File: src/rtl/ysyx_25040105_core_seq.sv
// ysyx_25040105_core_seq
// Multi-cycle sequencer for the ysyx_25040105 core. It walks each instruction
// through fetch (valid/ready imem port), decode/execute, an optional data
// access and write-back. It gates the PC update and register-file write so
// each instruction retires exactly once. It also owns ebreak halt with
// good/bad trap reporting, a memory-wait watchdog and a retired counter.
//
// Ports
//   clk, rst                     clock, synchronous active-low reset
//   imem_req_valid_o/ready_i     fetch request handshake (address = IFU pc)
//   imem_rsp_valid_i/inst_i      fetch response
//   inst_o                       instruction register, feeds the IDU
//   dec_is_mem_i, dec_is_ebreak_i, a0_zero_i   decode/regfile status
//   dmem_req_valid_o/ready_i     data request handshake
//   dmem_rsp_valid_i             data response / store ack
//   pc_we_o, reg_we_o            one-cycle retire strobes (WB only)
//   halted_o, exit_good_o        ebreak retired (sticky), a0 == 0 at ebreak
//   timeout_err_o                watchdog fired (sticky)
//   retired_o                    retired instruction count (wraps)
module ysyx_25040105_core_seq #(
  parameter logic [7:0] TIMEOUT = 8'd255
) (
  input  logic        clk,
  input  logic        rst,
  output logic        imem_req_valid_o,
  input  logic        imem_req_ready_i,
  input  logic        imem_rsp_valid_i,
  input  logic [31:0] imem_rsp_inst_i,
  output logic [31:0] inst_o,
  input  logic        dec_is_mem_i,
  input  logic        dec_is_ebreak_i,
  input  logic        a0_zero_i,
  output logic        dmem_req_valid_o,
  input  logic        dmem_req_ready_i,
  input  logic        dmem_rsp_valid_i,
  output logic        pc_we_o,
  output logic        reg_we_o,
  output logic        halted_o,
  output logic        exit_good_o,
  output logic        timeout_err_o,
  output logic [31:0] retired_o
);

  localparam logic [31:0] NOP = 32'h0000_0013;

  typedef enum logic [3:0] {
    S_IDLE, S_FETCH, S_WAIT_I, S_EXEC, S_MREQ, S_WAIT_D, S_WB, S_HALT, S_ERR
  } state_t;

  state_t      state_q, state_d;
  logic [7:0]  wd_q, wd_d;
  logic [31:0] inst_q, inst_d;
  logic [31:0] ret_q, ret_d;
  logic        exit_q, exit_d;
  logic        waiting;

  always_comb begin
    state_d = state_q;
    inst_d  = inst_q;
    ret_d   = ret_q;
    exit_d  = exit_q;
    waiting = 1'b0;
    case (state_q)
      S_IDLE:   state_d = S_FETCH;
      S_FETCH: begin
        waiting = 1'b1;
        if (imem_req_ready_i) state_d = S_WAIT_I;
      end
      S_WAIT_I: begin
        waiting = 1'b1;
        if (imem_rsp_valid_i) begin
          inst_d  = imem_rsp_inst_i;
          state_d = S_EXEC;
        end
      end
      S_EXEC: begin
        // ebreak retires here; it never reaches WB so pc/regfile stay frozen.
        if (dec_is_ebreak_i) begin
          exit_d  = a0_zero_i;
          ret_d   = ret_q + 32'd1;
          state_d = S_HALT;
        end else if (dec_is_mem_i) begin
          state_d = S_MREQ;
        end else begin
          state_d = S_WB;
        end
      end
      S_MREQ: begin
        waiting = 1'b1;
        if (dmem_req_ready_i) state_d = S_WAIT_D;
      end
      S_WAIT_D: begin
        waiting = 1'b1;
        if (dmem_rsp_valid_i) state_d = S_WB;
      end
      S_WB: begin
        ret_d   = ret_q + 32'd1;
        state_d = S_FETCH;
      end
      S_HALT:   state_d = S_HALT;
      S_ERR:    state_d = S_ERR;
      default:  state_d = S_IDLE;
    endcase

    // Watchdog only fires if the handshake did not complete this cycle.
    if (waiting && (state_d == state_q) && (wd_q == TIMEOUT)) state_d = S_ERR;

    if (state_d != state_q) wd_d = 8'd0;
    else if (waiting)       wd_d = wd_q + 8'd1;
    else                    wd_d = wd_q;
  end

  always_ff @(posedge clk) begin
    if (!rst) begin
      state_q <= S_IDLE;
      wd_q    <= 8'd0;
      inst_q  <= NOP;
      ret_q   <= 32'd0;
      exit_q  <= 1'b0;
    end else begin
      state_q <= state_d;
      wd_q    <= wd_d;
      inst_q  <= inst_d;
      ret_q   <= ret_d;
      exit_q  <= exit_d;
    end
  end

  assign imem_req_valid_o = (state_q == S_FETCH);
  assign dmem_req_valid_o = (state_q == S_MREQ);
  assign pc_we_o          = (state_q == S_WB);
  assign reg_we_o         = (state_q == S_WB);
  assign halted_o         = (state_q == S_HALT);
  assign timeout_err_o    = (state_q == S_ERR);
  assign exit_good_o      = exit_q;
  assign inst_o           = inst_q;
  assign retired_o        = ret_q;

endmodule

File: config.mk
export PLATFORM = sky130hd
export DESIGN_NAME = ysyx_25040105_core_seq
export DESIGN_NICKNAME = d
export VERILOG_FILES = /design/src/rtl/ysyx_25040105_core_seq.sv
export SDC_FILE = /design/constraint.sdc
export NUM_CORES = 1
export LEC_CHECK = 0
export ABC_AREA = 1
export ABC_CLOCK_PERIOD_IN_PS = 2600
export BUFFER_PORTS_ARGS = -buffer_cell sky130_fd_sc_hd__buf_2
export CAP_MARGIN = 5
export CORE_UTILIZATION = 51
export DETAILED_ROUTE_END_ITERATION = 8
export MAX_ROUTING_LAYER = met4
export PLACE_DENSITY = 0.79
export SLEW_MARGIN = 20
export SYNTH_ARGS = -nofsm -noshare
export SYNTH_HDL_FRONTEND = slang
export SYNTH_SLANG_ARGS = --single-unit
File: constraint.sdc
create_clock -name clk -period 2.6 [get_ports clk]
set_clock_uncertainty 0.2 [all_clocks]
set_input_delay 0.26 -clock clk [delete_from_list [all_inputs] [get_ports clk]]
set_output_delay 0.26 -clock clk [all_outputs]
set_load 0.02 [all_outputs]
# Word-level counts from Yosys, hierarchy flattened
# Index checks and enable logic that the tools add are counted.
dict set report op_classes {
  addsub 2
  n_eq_ne 12
  n_mux 11
  bitwise 1
  reduce_logical 10
}
# op count
set op_table {}
lappend op_table {{$pmux W32 S2} 1}
lappend op_table {{$add A32 B1 Y32 const B} 1}
lappend op_table {{$mux W32} 1}
lappend op_table {{$pmux W4 S8} 1}
lappend op_table {{$mux W4} 5}
lappend op_table {{$eq A4 B3 Y1 const B} 4}
lappend op_table {{$add A8 B1 Y8 const B} 1}
lappend op_table {{$eq A4 B2 Y1 const B} 2}
lappend op_table {{$eq A8 B8 Y1 const B} 1}
lappend op_table {{$reduce_and A2 Y1} 3}
lappend op_table {{$eq A4 B1 Y1 const B} 1}
lappend op_table {{$eq A4 B4 Y1} 1}
lappend op_table {{$eq A4 B4 Y1 const B} 1}
lappend op_table {{$logic_not A4 Y1} 1}
lappend op_table {{$mux W2} 2}
lappend op_table {{$ne A4 B4 Y1} 1}
lappend op_table {{$reduce_or A2 Y1} 2}
lappend op_table {{$reduce_or A4 Y1} 1}
lappend op_table {{$logic_and A1 B1 Y1} 2}
lappend op_table {{$ne A2 B2 Y1 const B} 1}
lappend op_table {{$reduce_bool A2 Y1} 1}
lappend op_table {{$mux W1} 1}
lappend op_table {{$not A1 Y1} 1}
dict set report word_totals {
  ff_bits 77
  inputBits 41
  output_inout_bits 71
  elab_cells 41
}

# Longest topological paths before layout
# Gate-level depths: netlist (run 1).
dict set report depth {
  word_depth 9
  mapped_depth 13
  ltp_nobuf 12
}

# Worst setup path after synthesis (run 1)
# Ideal clock, no wire load.
dict set report synth_timing {
  path_type {reg-to-reg}
  from {reg state_q[1]}
  to {reg wd_q[0]}
  t_arrival_ns 1.694
  setup_slack_ns 0.590
  path_stages_with_launch 14
  path_buffers 1
  period_less_slack_ns 2.010
  cell_sequence {dfxtp_1 > buf_4 > inv_2 > nand2_1 > nor2_1 > nor2_1 > nand2_2 > nand2_2 > nor2_2 > nand2_1 > nor2_1 > nor2_1 > nand3_2 > nor2_1}
}
# element line
set synth_lines {}
lappend synth_lines {{start, declared} 50} ;# state_t state_q, state_d;
lappend synth_lines {{start signal, assigned} 121} ;# state_q <= state_d;
lappend synth_lines {{$eq A4 B1 Y1 *} -}
lappend synth_lines {{named net imem_req_valid_o} 25} ;# output logic imem_req_valid_o,
lappend synth_lines {{$pmux W4 S8 / $reduce_or A4 Y1 (equally long branches)} -}
lappend synth_lines {{$eq A4 B4 Y1 / $mux W1 (equally long branches)} {106, 63}}
lappend synth_lines {{$logic_and A1 B1 Y1 (2 in a row)} 106} ;# if (waiting && (state_d == state_q) && (wd_q == TIMEOUT)) state_d = S_ERR;
lappend synth_lines {{$mux W4} 106}
lappend synth_lines {{$ne A4 B4 Y1} 108} ;# if (state_d != state_q) wd_d = 8'd0;
lappend synth_lines {{$reduce_or A2 Y1 (no source line)} -}
lappend synth_lines {{end signal, assigned} 122} ;# wd_q <= wd_d;
lappend synth_lines {{end, declared} 51} ;# logic [7:0] wd_q, wd_d;
# The timed path passes the listed nets; every way through them passes the cells marked *.
# A chain may end at the register's enable or synchronous reset.

# Final worst setup path (run 1)
dict set report layout_timing {
  from {reg state_q[1]}
  to {reg ret_q[26], in the netlist retired_o[26]}
}
dict set report layout_between {
  elab_chain_cells 3
}
# element line
set layout_rtl {}
lappend layout_rtl {{$eq A4 B2 Y1 / $eq A4 B3 Y1 (equally long branches)} 63} ;# case (state_q)
lappend layout_rtl {{$ne A2 B2 Y1 (no source line) / $reduce_bool A2 Y1 (equally long branches)} -}
lappend layout_rtl {{$reduce_and A2 Y1 (no source line)} -}
lappend layout_rtl {{end signal, assigned} 124} ;# ret_q <= ret_d;
lappend layout_rtl {{end, declared} 53} ;# logic [31:0] ret_q, ret_d;
# Parallel ways exist; a longest one is shown, timed or not.

==> results of run 1 <==
==> through the flow <==
stage	std cells	setup WS [ps]	hold WS [ps]	area [um2]
CTS	778	336	73.4	4900
global route	778	142	86.3	4900
detailed placement	729	391	253	4360
finish	778	327	83.9	4900
floorplan	534	590	173	3700
global placement	729	484	250	4360
==> power breakdown <==
group / internal [mW] / switching (mW) / total, mW
clock: 0.476 / 0.469 / 0.945
combinational: 0.280 / 0.544 / 0.824
sequential: 1.26 / 0.0716 / 1.33
total: 2.01 / 1.08 / 3.10
==> flip-flops by register name, summed over array words and instances (netlist names) <==
register,cells
inst_o,32
retired_o,32
wd_q,8
state_q,4
exit_good_o,1
==> Yosys cell counts, drive strengths merged <==
cell type and instances:
clkbuf 15, a21oi 52, o21a 1, nand3 27, xnor2 6, nor3b 3
nand2 150, dfxtp 77, buf 2, ha 2, xor2 12, o21ai 16
nor2 71, nor4 2, nand4 16, nor3 25, and3 1, a31oi 2
inv 52, a21boi 1, mux2i 1
==> routing by layer <==
metal,vias to the layer above,global-route usage,share of wire
li1,2014,-,-
met1,1832,0.359,0.44
met2,175,0.459,0.47
met3,32,0.0635,0.067
met4,0,0.115,0.024
met5,-,-,0
==> final timing paths <==
| check | end | cells past startpoint |
|---|---|---|
| setup reg to reg | retired_o[26]$_SDFFE_PN0P_ | 11 |
| setup / recovery | retired_o[26]$_SDFFE_PN0P_ | 11 |
| hold / removal | exit_good_o$_SDFFE_PN0P_ | 4 |
| hold reg to reg | inst_o[28]$_SDFFE_PN0P_ | 2 |
==> cells in the final DEF, fill, tap and decap left out <==
cell type                       Yosys  routed
sky130_fd_sc_hd__nand2_1          143     143
sky130_fd_sc_hd__buf_2              0     111
sky130_fd_sc_hd__dfxtp_1           77      77
sky130_fd_sc_hd__nor2_1            60      60
sky130_fd_sc_hd__a21oi_1           52      52
sky130_fd_sc_hd__inv_1             47      47
sky130_fd_sc_hd__dlygate4sd3_1      0      33
sky130_fd_sc_hd__nand3_1           24      24
sky130_fd_sc_hd__nor3_1            24      24
sky130_fd_sc_hd__nand4_1           15      15
sky130_fd_sc_hd__o21ai_0           14      14
sky130_fd_sc_hd__xor2_1            12      12
sky130_fd_sc_hd__clkbuf_8           0      10
sky130_fd_sc_hd__nor2_2             8       8
sky130_fd_sc_hd__xnor2_1            6       6
sky130_fd_sc_hd__inv_2              5       5
sky130_fd_sc_hd__nand2_2            5       5
sky130_fd_sc_hd__buf_4              2       4
sky130_fd_sc_hd__nor2_4             3       3
sky130_fd_sc_hd__nor3b_1            3       3
sky130_fd_sc_hd__nand3_2            3       3
sky130_fd_sc_hd__nor4_1             2       2
sky130_fd_sc_hd__nand2_4            2       2
sky130_fd_sc_hd__a31oi_1            2       2
sky130_fd_sc_hd__o21ai_1            2       2
sky130_fd_sc_hd__ha_1               2       2
sky130_fd_sc_hd__clkinvlp_4         0       2
sky130_fd_sc_hd__clkinv_4           0       2
sky130_fd_sc_hd__nor3_2             1       1
sky130_fd_sc_hd__nand4_4            1       1
sky130_fd_sc_hd__o21a_1             1       1
sky130_fd_sc_hd__and3_1             1       1
sky130_fd_sc_hd__mux2i_1            1       1
sky130_fd_sc_hd__a21boi_0           1       1
sky130_fd_sc_hd__inv_6              0       1
sky130_fd_sc_hd__bufinv_16          0       1
sky130_fd_sc_hd__buf_12             0       1
==> kinds of logic after synthesis <==
group                      count (synthesis)
adders and majority gates                  2
DFF                                       77
AOI/OAI and AO/OA                         72
muxes                                      1
xor gates and xnor gates                  18
and+or+nand+nor                          295
buffers and inverters                     69
==> area by class of cell <==
| cell class | count | share of cell area |
|---|---|---|
| clock inverters | 6 | 0.0146 |
| inverters | 52 | 0.0398 |
| repair buffers | 149 | 0.191 |
| well taps | 96 | 0.0245 |
| multi-input cells | 388 | 0.387 |
| flip-flops and latches | 77 | 0.315 |
| clock buffers | 10 | 0.0281 |
==> worst register-to-register path, delay by kind of cell, from the launching register on <==
| family | cells | cell delay (ps) |
|---|---|---|
| buf+inv | 2 | 240 |
| xor+xnor | 1 | 170 |
| simple gates | 8 | 1030 |
| flops | 1 | 500 |
==> run_summary.xml, run 1 <==
<?xml version="1.0" encoding="UTF-8"?>
<metrics>
  <group name="status">
    <metric name="outcome" unit="">completed</metric>
  </group>
  <group name="floorplanning">
    <metric name="die_h" unit="um">87.2</metric>
    <metric name="fp.dieW" unit="um">87.2</metric>
    <metric name="coreArea" unit="um2">6910</metric>
    <metric name="fp-row-count" unit="">30</metric>
    <metric name="io-pin-count" unit="">112</metric>
    <metric name="initial_utilization" unit="">0.536</metric>
    <metric name="die-area" unit="um2">7610</metric>
  </group>
  <group name="worst_setup_path">
    <metric name="cp_max_fo" unit="">13</metric>
    <metric name="critical-path-slowest-cell" unit="">sky130_fd_sc_hd__dfxtp_1</metric>
    <metric name="timing.critical_path.cells" unit="">inv_2 -&gt; nor2_1 -&gt; nand2_1 -&gt; nand2_4 -&gt; inv_2 -&gt; nor2_4 -&gt; nand2_4 -&gt; nor2_2 -&gt; nand2_1 -&gt; xor2_1 -&gt; nor2_1</metric>
    <metric name="startpoint" unit="">state_q[1]$_SDFF_PN0_</metric>
    <metric name="cpLargestDelayFamily" unit="">simple AND/OR/NAND/NOR gates</metric>
    <metric name="rrSetupSlack" unit="ps">330</metric>
    <metric name="regToRegStartpoint" unit="">state_q[1]$_SDFF_PN0_</metric>
    <metric name="worst-endpoint-required" unit="ps">2620</metric>
    <metric name="timing.critical_path.to_type" unit="">flop</metric>
    <metric name="critical_path.n_buffers_inverters" unit="">2</metric>
    <metric name="setup.worst_path.class" unit="">flop to flop</metric>
    <metric name="critPathLaunchType" unit="">flop</metric>
    <metric name="worst_ep_arrival_time" unit="ps">2290</metric>
    <metric name="max_stage_delay" unit="ps">500</metric>
  </group>
  <group name="finish">
    <metric name="layout.nets" unit="">720</metric>
    <metric name="area_growth" unit="%">32.2</metric>
    <metric name="register_area" unit="um2">1540</metric>
    <metric name="final_layout_size_suffix_gt1_frac" unit="">0.235</metric>
    <metric name="antennaDiodeCount" unit="">0</metric>
    <metric name="postLayoutCoreUtil" unit="">0.709</metric>
    <metric name="multi_input_comb_area" unit="um2">1900</metric>
    <metric name="final.fill_count" unit="">573</metric>
  </group>
  <group name="clock_network">
    <metric name="tritoncts.num_buffers" unit="">9</metric>
    <metric name="numClockSinks" unit="">77</metric>
    <metric name="tritoncts" unit="">yes</metric>
    <metric name="post-cts-setup-buffers" unit="">0</metric>
    <metric name="clock_tree.htree_level_count" unit="">3</metric>
    <metric name="post_cts.resized_instances" unit="">0</metric>
    <metric name="clock_latency" unit="ps">350</metric>
    <metric name="cts_buffer_depth" unit="">2</metric>
    <metric name="cts.root.buffer_cell" unit="">sky130_fd_sc_hd__clkbuf_8</metric>
    <metric name="holdBufCountCts" unit="">33</metric>
    <metric name="clk_pin_slew" unit="ps">90</metric>
  </group>
  <group name="grt">
    <metric name="grt_max_degree" unit="">34</metric>
    <metric name="antenna_found_initial" unit="">0</metric>
    <metric name="first_global_vias" unit="">3734</metric>
    <metric name="wire_length_of_the_first_global_routing_pass" unit="mm">16.6</metric>
    <metric name="gr-usage-all-layers" unit="">0.289</metric>
    <metric name="grt_overflow" unit="">0</metric>
  </group>
  <group name="hold_path">
    <metric name="hp-start" unit="">dec_is_ebreak_i</metric>
    <metric name="worstHoldPathType" unit="">input port to flop</metric>
  </group>
  <group name="timing">
    <metric name="final.setup.tns" unit="ps">0</metric>
    <metric name="report.final.hold_viol_count" unit="">0</metric>
    <metric name="slew_violations" unit="">0</metric>
    <metric name="relSlewSlack" unit="">0.641</metric>
    <metric name="report.final.setup_viol" unit="">0</metric>
    <metric name="fmaxAchievable" unit="MHz">440</metric>
    <metric name="rsz0062_at_grt" unit="">false</metric>
    <metric name="worstMarginPinSlew" unit="ps">538</metric>
    <metric name="final.period_utilization" unit="">0.874</metric>
    <metric name="final.min_clock_period" unit="ps">2270</metric>
  </group>
  <group name="synth">
    <metric name="netlist_area" unit="um2">3700</metric>
    <metric name="postSynthNetCount" unit="">577</metric>
    <metric name="area_fraction_in_compound_gates_after_synthesis" unit="">0.0993</metric>
    <metric name="largest_family_of_logic_cells_by_synthesized_area" unit="">simple AND/OR/NAND/NOR gates</metric>
    <metric name="synth-xor-area-share" unit="">0.0426</metric>
    <metric name="yosys.area_share.adder" unit="">0.00675</metric>
    <metric name="synth_area_in_simple_gates" unit="">0.361</metric>
    <metric name="ys_ff_latch" unit="">77</metric>
    <metric name="netlist.top_cell.by_area" unit="">sky130_fd_sc_hd__dfxtp_1</metric>
    <metric name="yosysSeqAreaShare" unit="">0.416</metric>
    <metric name="synth.yosys.warnings" unit="">0</metric>
    <metric name="fraction_of_synthesized_area_in_multiplexers" unit="">0.00270</metric>
    <metric name="synth.avg_cell_area" unit="um2">6.94</metric>
    <metric name="synth.top_cells.by_area" unit="">sky130_fd_sc_hd__dfxtp_1, sky130_fd_sc_hd__nand2_1, sky130_fd_sc_hd__a21oi_1</metric>
    <metric name="netlist_instances" unit="">534</metric>
    <metric name="synth_cell_type_count" unit="">30</metric>
    <metric name="synth_top_area_frac" unit="">0.416</metric>
  </group>
  <group name="place">
    <metric name="gp_congestion" unit="">0.964</metric>
    <metric name="detailed_placement_wirelength_estimate" unit="mm">7.15</metric>
    <metric name="io_buffers" unit="">111</metric>
  </group>
  <group name="detailed_routing">
    <metric name="route.antenna.remaining_nets" unit="">0</metric>
    <metric name="drcViolationCount" unit="">0</metric>
    <metric name="detail_route.vias_per_cell" unit="">5.21</metric>
    <metric name="1st_pass_router_iterations" unit="">5</metric>
    <metric name="wl" unit="mm">10.6</metric>
    <metric name="post_drt_wl_per_cell" unit="um">13.6</metric>
    <metric name="routed-via-count" unit="">4053</metric>
    <metric name="drt_first_iter_violations" unit="">167</metric>
  </group>
  <group name="power">
    <metric name="power_density" unit="nW/um2">632</metric>
    <metric name="irDropWorstVdd" unit="uV">400</metric>
    <metric name="post-layout-total-power" unit="mW">3.10</metric>
    <metric name="power.leakage" unit="nW">2.12</metric>
  </group>
  <group name="job">
    <metric name="cap_violations" unit="">0</metric>
  </group>
</metrics>
(Power assumes the default switching activity.)
==> inputs of run 2 (changes only) <==
--- a/config.mk
+++ b/config.mk
@@ -5,14 +5,13 @@
 export SDC_FILE = /design/constraint.sdc
 export NUM_CORES = 1
 export LEC_CHECK = 0
-export ABC_AREA = 1
 export ABC_CLOCK_PERIOD_IN_PS = 2600
 export BUFFER_PORTS_ARGS = -buffer_cell sky130_fd_sc_hd__buf_2
 export CAP_MARGIN = 5
 export CORE_UTILIZATION = 51
 export DETAILED_ROUTE_END_ITERATION = 8
 export MAX_ROUTING_LAYER = met4
-export PLACE_DENSITY = 0.79
+export PLACE_DENSITY = 0.8
 export SLEW_MARGIN = 20
 export SYNTH_ARGS = -nofsm -noshare
 export SYNTH_HDL_FRONTEND = slang
==> run_summary.xml, run 2 <==
<?xml version="1.0" encoding="UTF-8"?>
<metrics>
  <group name="floorplanning">
    <metric name="io-pin-count" unit="">112</metric>
    <metric name="die-area" unit="um2">7370</metric>
    <metric name="coreArea" unit="um2">6790</metric>
    <metric name="fp-row-count" unit="">30</metric>
    <metric name="die_h" unit="um">85.9</metric>
    <metric name="fp.dieW" unit="um">85.9</metric>
    <metric name="initial_utilization" unit="">0.528</metric>
  </group>
  <group name="timing">
    <metric name="relSlewSlack" unit="">0.627</metric>
    <metric name="report.final.hold_viol_count" unit="">0</metric>
    <metric name="worstMarginPinSlew" unit="ps">559</metric>
    <metric name="report.final.setup_viol" unit="">0</metric>
    <metric name="rsz0062_at_grt" unit="">false</metric>
    <metric name="final.min_clock_period" unit="ps">2370</metric>
    <metric name="setup_slack" unit="ps">234</metric>
    <metric name="final.period_utilization" unit="">0.910</metric>
    <metric name="final.setup.tns" unit="ps">0</metric>
    <metric name="fin_worst_hold_slack" unit="ps">172</metric>
    <metric name="slew_violations" unit="">0</metric>
    <metric name="fmaxAchievable" unit="MHz">423</metric>
  </group>
  <group name="grt">
    <metric name="grt_overflow" unit="">0</metric>
    <metric name="antenna_found_initial" unit="">0</metric>
    <metric name="first_global_vias" unit="">3378</metric>
    <metric name="globalRouteMet1Util" unit="">0.310</metric>
    <metric name="gr_layer_usage_met3" unit="">0.0741</metric>
    <metric name="gr-usage-all-layers" unit="">0.269</metric>
    <metric name="global_route.peak_usage_layer" unit="">met2</metric>
    <metric name="wire_length_of_the_first_global_routing_pass" unit="mm">15.3</metric>
    <metric name="grt_max_degree" unit="">69</metric>
    <metric name="grt_use_met2" unit="">0.447</metric>
  </group>
  <group name="synth">
    <metric name="ys_ff_latch" unit="">77</metric>
    <metric name="synth.cells.most_frequent" unit="">sky130_fd_sc_hd__nand2_1, sky130_fd_sc_hd__dfxtp_1, sky130_fd_sc_hd__a21boi_1, sky130_fd_sc_hd__and2_1, sky130_fd_sc_hd__nand3_1</metric>
    <metric name="netlist.top_cell.by_area" unit="">sky130_fd_sc_hd__dfxtp_1</metric>
    <metric name="synth-main-ff-cell" unit="">sky130_fd_sc_hd__dfxtp_1</metric>
    <metric name="netlist_area" unit="um2">3590</metric>
    <metric name="synth-async-reset-ratio" unit="">0</metric>
    <metric name="synth-xor-area-share" unit="">0.0611</metric>
    <metric name="synth.avg_cell_area" unit="um2">8.60</metric>
    <metric name="synth_edf_count" unit="">0</metric>
    <metric name="postSynthNetCount" unit="">460</metric>
    <metric name="largest_family_of_logic_cells_by_synthesized_area" unit="">simple AND/OR/NAND/NOR gates</metric>
    <metric name="yosys.area_share.adder" unit="">0.00698</metric>
    <metric name="netlist_instances" unit="">417</metric>
    <metric name="fraction_of_synthesized_area_in_multiplexers" unit="">0.0171</metric>
    <metric name="yosysSeqAreaShare" unit="">0.430</metric>
    <metric name="most_numerous_cell_in_the_yosys_netlist" unit="">sky130_fd_sc_hd__nand2_1</metric>
    <metric name="synth.yosys.warnings" unit="">0</metric>
    <metric name="synth_cell_type_count" unit="">53</metric>
    <metric name="synth_top_area_frac" unit="">0.430</metric>
    <metric name="area_fraction_in_compound_gates_after_synthesis" unit="">0.144</metric>
    <metric name="synth.top_cells.by_area" unit="">sky130_fd_sc_hd__dfxtp_1, sky130_fd_sc_hd__nand2_1, sky130_fd_sc_hd__a21boi_1</metric>
    <metric name="synth_area_in_simple_gates" unit="">0.312</metric>
  </group>
  <group name="detailed_routing">
    <metric name="wl" unit="mm">9.21</metric>
    <metric name="route.antenna.remaining_nets" unit="">0</metric>
    <metric name="1st_pass_router_iterations" unit="">4</metric>
    <metric name="routed-via-count" unit="">3510</metric>
    <metric name="drcViolationCount" unit="">0</metric>
    <metric name="drt_first_iter_violations" unit="">87</metric>
    <metric name="detail_route.vias_per_cell" unit="">5.33</metric>
    <metric name="post_drt_wl_per_cell" unit="um">14.0</metric>
  </group>
  <group name="place">
    <metric name="place_ws" unit="ps">280</metric>
    <metric name="post-place-cells" unit="">609</metric>
    <metric name="io_buffers" unit="">111</metric>
    <metric name="post_dp_cell_area" unit="um2">4220</metric>
    <metric name="gp_congestion" unit="">0.827</metric>
    <metric name="detailed_placement_wirelength_estimate" unit="mm">5.84</metric>
  </group>
  <group name="power">
    <metric name="post-layout-total-power" unit="mW">2.43</metric>
    <metric name="irDropWorstVdd" unit="uV">277</metric>
    <metric name="power_density" unit="nW/um2">512</metric>
    <metric name="power.leakage" unit="nW">2.04</metric>
  </group>
  <group name="clock_network">
    <metric name="clock_latency" unit="ps">350</metric>
    <metric name="numClockSinks" unit="">77</metric>
    <metric name="cts_buffer_depth" unit="">2</metric>
    <metric name="tritoncts" unit="">yes</metric>
    <metric name="clock_tree.htree_level_count" unit="">3</metric>
    <metric name="tritoncts.num_buffers" unit="">9</metric>
    <metric name="cts.root.buffer_cell" unit="">sky130_fd_sc_hd__clkbuf_8</metric>
    <metric name="clk_pin_slew" unit="ps">80</metric>
    <metric name="post-cts-setup-buffers" unit="">0</metric>
    <metric name="post_cts.resized_instances" unit="">0</metric>
  </group>
  <group name="finish">
    <metric name="antennaDiodeCount" unit="">0</metric>
    <metric name="area_growth" unit="%">32.5</metric>
    <metric name="most_common_cell_after_layout_fill_and_taps_aside" unit="">sky130_fd_sc_hd__buf_2</metric>
    <metric name="layout.nets" unit="">600</metric>
    <metric name="final_layout_size_suffix_gt1_frac" unit="">0.258</metric>
    <metric name="postLayoutCoreUtil" unit="">0.699</metric>
    <metric name="layout.cells.most_common_list" unit="">sky130_fd_sc_hd__buf_2, sky130_fd_sc_hd__nand2_1, sky130_fd_sc_hd__dfxtp_1</metric>
    <metric name="final.fill_count" unit="">533</metric>
    <metric name="final_area" unit="um2">4750</metric>
    <metric name="fin_cells" unit="">658</metric>
  </group>
  <group name="worst_setup_path">
    <metric name="worst_ep_arrival_time" unit="ps">2430</metric>
    <metric name="rrSetupSlack" unit="ps">230</metric>
    <metric name="max_stage_delay" unit="ps">600</metric>
    <metric name="worst-endpoint-required" unit="ps">2670</metric>
    <metric name="setup.worst_path.class" unit="">flop to flop</metric>
    <metric name="timing.critical_path.cells" unit="">and2b_1 -&gt; o211ai_4 -&gt; or4_4 -&gt; or3_1 -&gt; a21boi_1</metric>
    <metric name="critPathLaunchType" unit="">flop</metric>
    <metric name="critical_path.n_buffers_inverters" unit="">0</metric>
    <metric name="timing.critical_path.to_type" unit="">flop</metric>
    <metric name="cpLargestDelayFamily" unit="">simple AND/OR/NAND/NOR gates</metric>
    <metric name="critical-path-slowest-cell" unit="">sky130_fd_sc_hd__dfxtp_1</metric>
    <metric name="cp_max_fo" unit="">15</metric>
  </group>
  <group name="status">
    <metric name="outcome" unit="">completed</metric>
  </group>
  <group name="job">
    <metric name="cap_violations" unit="">0</metric>
  </group>
  <group name="hold_path">
    <metric name="worstHoldPathType" unit="">input port to flop</metric>
  </group>
</metrics>
run 2: tightest hold or removal path, stage by stage:
cell and delay [ps]:
sky130_fd_sc_hd__buf_2 90, sky130_fd_sc_hd__nor4b_1 240, sky130_fd_sc_hd__nor4_1 80
run 2: per-layer routing:
layer  share of wire  wire, um
met1            0.43      3960
met2            0.48      4460
met3           0.069       631
met4           0.017       154
met5               0         0
run 2: cell families after synthesis:
| kind of cell | after synthesis |
|---|---|
| buf+inv | 25 |
| compound gates | 68 |
| mux | 6 |
| fa+ha+maj | 2 |
| flops | 77 |
| xor+xnor | 25 |
| simple gates | 214 |
run 2: final cells by class:
cell class                 count  area [um2]  area share
tap                           96         120      0.0253
clock inverter                 3        17.5     0.00369
multi-input combinational    315        1940       0.408
timing repair buffer         152         946       0.199
inverter                       2        7.51     0.00158
sequential                    77        1540       0.324
clock buffer                  13         179      0.0377
run 2: power breakdown:
part / total (mW) / switching [mW] / internal (mW)
clock network: 0.878 / 0.430 / 0.448
logic: 0.319 / 0.169 / 0.151
registers: 1.24 / 0.0286 / 1.21
run 2: worst paths after layout:
| check | startpoint | to | depth (start not counted) |
|---|---|---|---|
| max | state_q[2]$_SDFF_PN0_ | retired_o[25]$_SDFFE_PN0P_ | 5 |
| min | dec_is_mem_i | state_q[1]$_SDFF_PN0_ | 3 |
| max reg2reg | state_q[2]$_SDFF_PN0_ | retired_o[25]$_SDFFE_PN0P_ | 5 |
| min reg2reg | inst_o[20]$_SDFFE_PN0P_ | inst_o[20]$_SDFFE_PN0P_ | 2 |
run 2: what timing repair did:
action / in CTS / in global routing
setup endpoints to repair: 0 / 0
hold buffers: 33 / 0
hold endpoints to repair: 33 / 0
==> inputs of run 3 (changes only) <==
--- a/config.mk
+++ b/config.mk
@@ -8,10 +8,10 @@
 export ABC_CLOCK_PERIOD_IN_PS = 2600
 export BUFFER_PORTS_ARGS = -buffer_cell sky130_fd_sc_hd__buf_2
 export CAP_MARGIN = 5
-export CORE_UTILIZATION = 51
+export CORE_UTILIZATION = 35
 export DETAILED_ROUTE_END_ITERATION = 8
 export MAX_ROUTING_LAYER = met4
-export PLACE_DENSITY = 0.8
+export PLACE_DENSITY = 0.58
 export SLEW_MARGIN = 20
 export SYNTH_ARGS = -nofsm -noshare
 export SYNTH_HDL_FRONTEND = slang
==> run_summary.xml, run 3 (same netlist as run 2, synthesis figures left out) <==
<?xml version="1.0" encoding="UTF-8"?>
<metrics>
  <group name="status">
    <metric name="outcome" unit="">completed</metric>
  </group>
  <group name="floorplanning">
    <metric name="initial_utilization" unit="">0.364</metric>
    <metric name="fp-row-count" unit="">36</metric>
    <metric name="die-area" unit="um2">10700</metric>
    <metric name="die_h" unit="um">103</metric>
    <metric name="io-pin-count" unit="">112</metric>
    <metric name="coreArea" unit="um2">9860</metric>
    <metric name="fp.dieW" unit="um">103</metric>
  </group>
  <group name="timing">
    <metric name="final.setup.tns" unit="ps">0</metric>
    <metric name="final.min_clock_period" unit="ps">2320</metric>
    <metric name="relSlewSlack" unit="">0.608</metric>
    <metric name="worstMarginPinSlew" unit="ps">588</metric>
    <metric name="rsz0062_at_grt" unit="">false</metric>
    <metric name="report.final.hold_viol_count" unit="">0</metric>
    <metric name="slew_violations" unit="">0</metric>
    <metric name="final.period_utilization" unit="">0.892</metric>
    <metric name="fmaxAchievable" unit="MHz">431</metric>
    <metric name="report.final.setup_viol" unit="">0</metric>
  </group>
  <group name="finish">
    <metric name="final.fill_count" unit="">922</metric>
    <metric name="most_common_cell_after_layout_fill_and_taps_aside" unit="">sky130_fd_sc_hd__buf_2</metric>
    <metric name="layout.nets" unit="">601</metric>
    <metric name="final_layout_size_suffix_gt1_frac" unit="">0.258</metric>
    <metric name="layout.cells.most_common_list" unit="">sky130_fd_sc_hd__buf_2, sky130_fd_sc_hd__nand2_1, sky130_fd_sc_hd__dfxtp_1</metric>
    <metric name="antennaDiodeCount" unit="">0</metric>
    <metric name="area_growth" unit="%">34.4</metric>
    <metric name="final_area" unit="um2">4820</metric>
  </group>
  <group name="grt">
    <metric name="grt_max_degree" unit="">69</metric>
    <metric name="global_route.peak_usage_layer" unit="">met2</metric>
    <metric name="gr-usage-all-layers" unit="">0.188</metric>
    <metric name="grt_use_met2" unit="">0.324</metric>
    <metric name="gr_layer_usage_met3" unit="">0.0558</metric>
    <metric name="grt_overflow" unit="">0</metric>
    <metric name="first_global_vias" unit="">3299</metric>
    <metric name="antenna_found_initial" unit="">0</metric>
    <metric name="wire_length_of_the_first_global_routing_pass" unit="mm">15.2</metric>
    <metric name="globalRouteMet1Util" unit="">0.213</metric>
  </group>
  <group name="place">
    <metric name="post_dp_cell_area" unit="um2">4280</metric>
    <metric name="gp_congestion" unit="">0.772</metric>
    <metric name="io_buffers" unit="">111</metric>
    <metric name="detailed_placement_wirelength_estimate" unit="mm">6.14</metric>
  </group>
  <group name="power">
    <metric name="post-layout-total-power" unit="mW">2.54</metric>
    <metric name="power.leakage" unit="nW">2.05</metric>
    <metric name="irDropWorstVdd" unit="uV">269</metric>
    <metric name="power_density" unit="nW/um2">526</metric>
  </group>
  <group name="clock_network">
    <metric name="clk_pin_slew" unit="ps">80</metric>
    <metric name="cts_buffer_depth" unit="">2</metric>
    <metric name="clock_tree.htree_level_count" unit="">3</metric>
    <metric name="cts.root.buffer_cell" unit="">sky130_fd_sc_hd__clkbuf_8</metric>
    <metric name="post-cts-setup-buffers" unit="">0</metric>
    <metric name="tritoncts.num_buffers" unit="">9</metric>
    <metric name="numClockSinks" unit="">77</metric>
    <metric name="clock_latency" unit="ps">340</metric>
    <metric name="tritoncts" unit="">yes</metric>
  </group>
  <group name="detailed_routing">
    <metric name="drcViolationCount" unit="">0</metric>
    <metric name="route.antenna.remaining_nets" unit="">0</metric>
    <metric name="drt_first_iter_violations" unit="">85</metric>
    <metric name="1st_pass_router_iterations" unit="">4</metric>
    <metric name="post_drt_wl_per_cell" unit="um">13.1</metric>
    <metric name="wl" unit="mm">9.08</metric>
    <metric name="routed-via-count" unit="">3372</metric>
    <metric name="detail_route.vias_per_cell" unit="">4.85</metric>
  </group>
  <group name="worst_setup_path">
    <metric name="worst-endpoint-required" unit="ps">2670</metric>
    <metric name="timing.critical_path.to_type" unit="">flop</metric>
    <metric name="cp_max_fo" unit="">15</metric>
    <metric name="worst_ep_arrival_time" unit="ps">2380</metric>
    <metric name="critPathLaunchType" unit="">flop</metric>
    <metric name="setup.worst_path.class" unit="">flop to flop</metric>
  </group>
  <group name="job">
    <metric name="cap_violations" unit="">0</metric>
  </group>
  <group name="hold_path">
    <metric name="worstHoldPathType" unit="">input port to flop</metric>
  </group>
</metrics>
## run 3: changes by cell type in the layout (fill, tap and decap cells not counted), sizes merged
cell,before,now
clkbuf,13,10
bufinv,0,2
buf,119,120
clkinv,2,3
clkinvlp,1,0
## run 3: layout make-up
class	count	area, um2	area share
Clock buffer	10	138	0.0285
Clock inverter	5	75.1	0.0156
Inverter	2	7.51	0.00156
Multi-Input combinational cell	315	1940	0.402
Sequential cell	77	1540	0.320
Tap cell	133	166	0.0345
Timing Repair Buffer	153	953	0.198
## run 3: path summary, 6_finish.rpt
path | cells past startpoint | slack (ps) | to | startpoint
worst max-delay path | 5 | 280 | retired_o[27]$_SDFFE_PN0P_ | state_q[2]$_SDFF_PN0_
worst min-delay path | 3 | 150 | state_q[1]$_SDFF_PN0_ | dec_is_mem_i
worst max register to register | 5 | 280 | retired_o[27]$_SDFFE_PN0P_ | state_q[2]$_SDFF_PN0_
worst min register to register | 2 | 250 | inst_o[22]$_SDFFE_PN0P_ | inst_o[22]$_SDFFE_PN0P_
## run 3: what timing repair did
action	CTS	global route
resized for setup	0	0
hold endpoints to repair	33	0
hold buffers	33	0
## run 3: layer usage
layer  vias up  part of all wire
met5         -                 0
met1      1544              0.44
met4         0             0.016
met3        11             0.058
li1       1717                 -
met2       100              0.48
## run 3: worst max-delay path, cell delays in order (launching register included)
cell	delay, ps
sky130_fd_sc_hd__dfxtp_1	600
sky130_fd_sc_hd__and2b_1	270
sky130_fd_sc_hd__o211ai_4	140
sky130_fd_sc_hd__or4_4	540
sky130_fd_sc_hd__or3_1	360
sky130_fd_sc_hd__a21boi_1	140
## run 3: power breakdown
group          switching [mW]  total (mW)  internal (mW)
registers              0.0194        1.23           1.21
clock network           0.427       0.984          0.557
logic                   0.175       0.326          0.151
total                   0.621        2.54           1.91
## run 3: metrics by stage
step | std cells | setup slack, ps | util | hold WS [ps]
CTS | 695 | 277 | 0.489 | 137
finish | 695 | 281 | 0.489 | 152
global placement | 647 | 368 | 0.434 | 238
floorplan | 417 | 400 | - | 184
detailed placement | 647 | 289 | 0.434 | 242
global route | 695 | 156 | 0.489 | 189
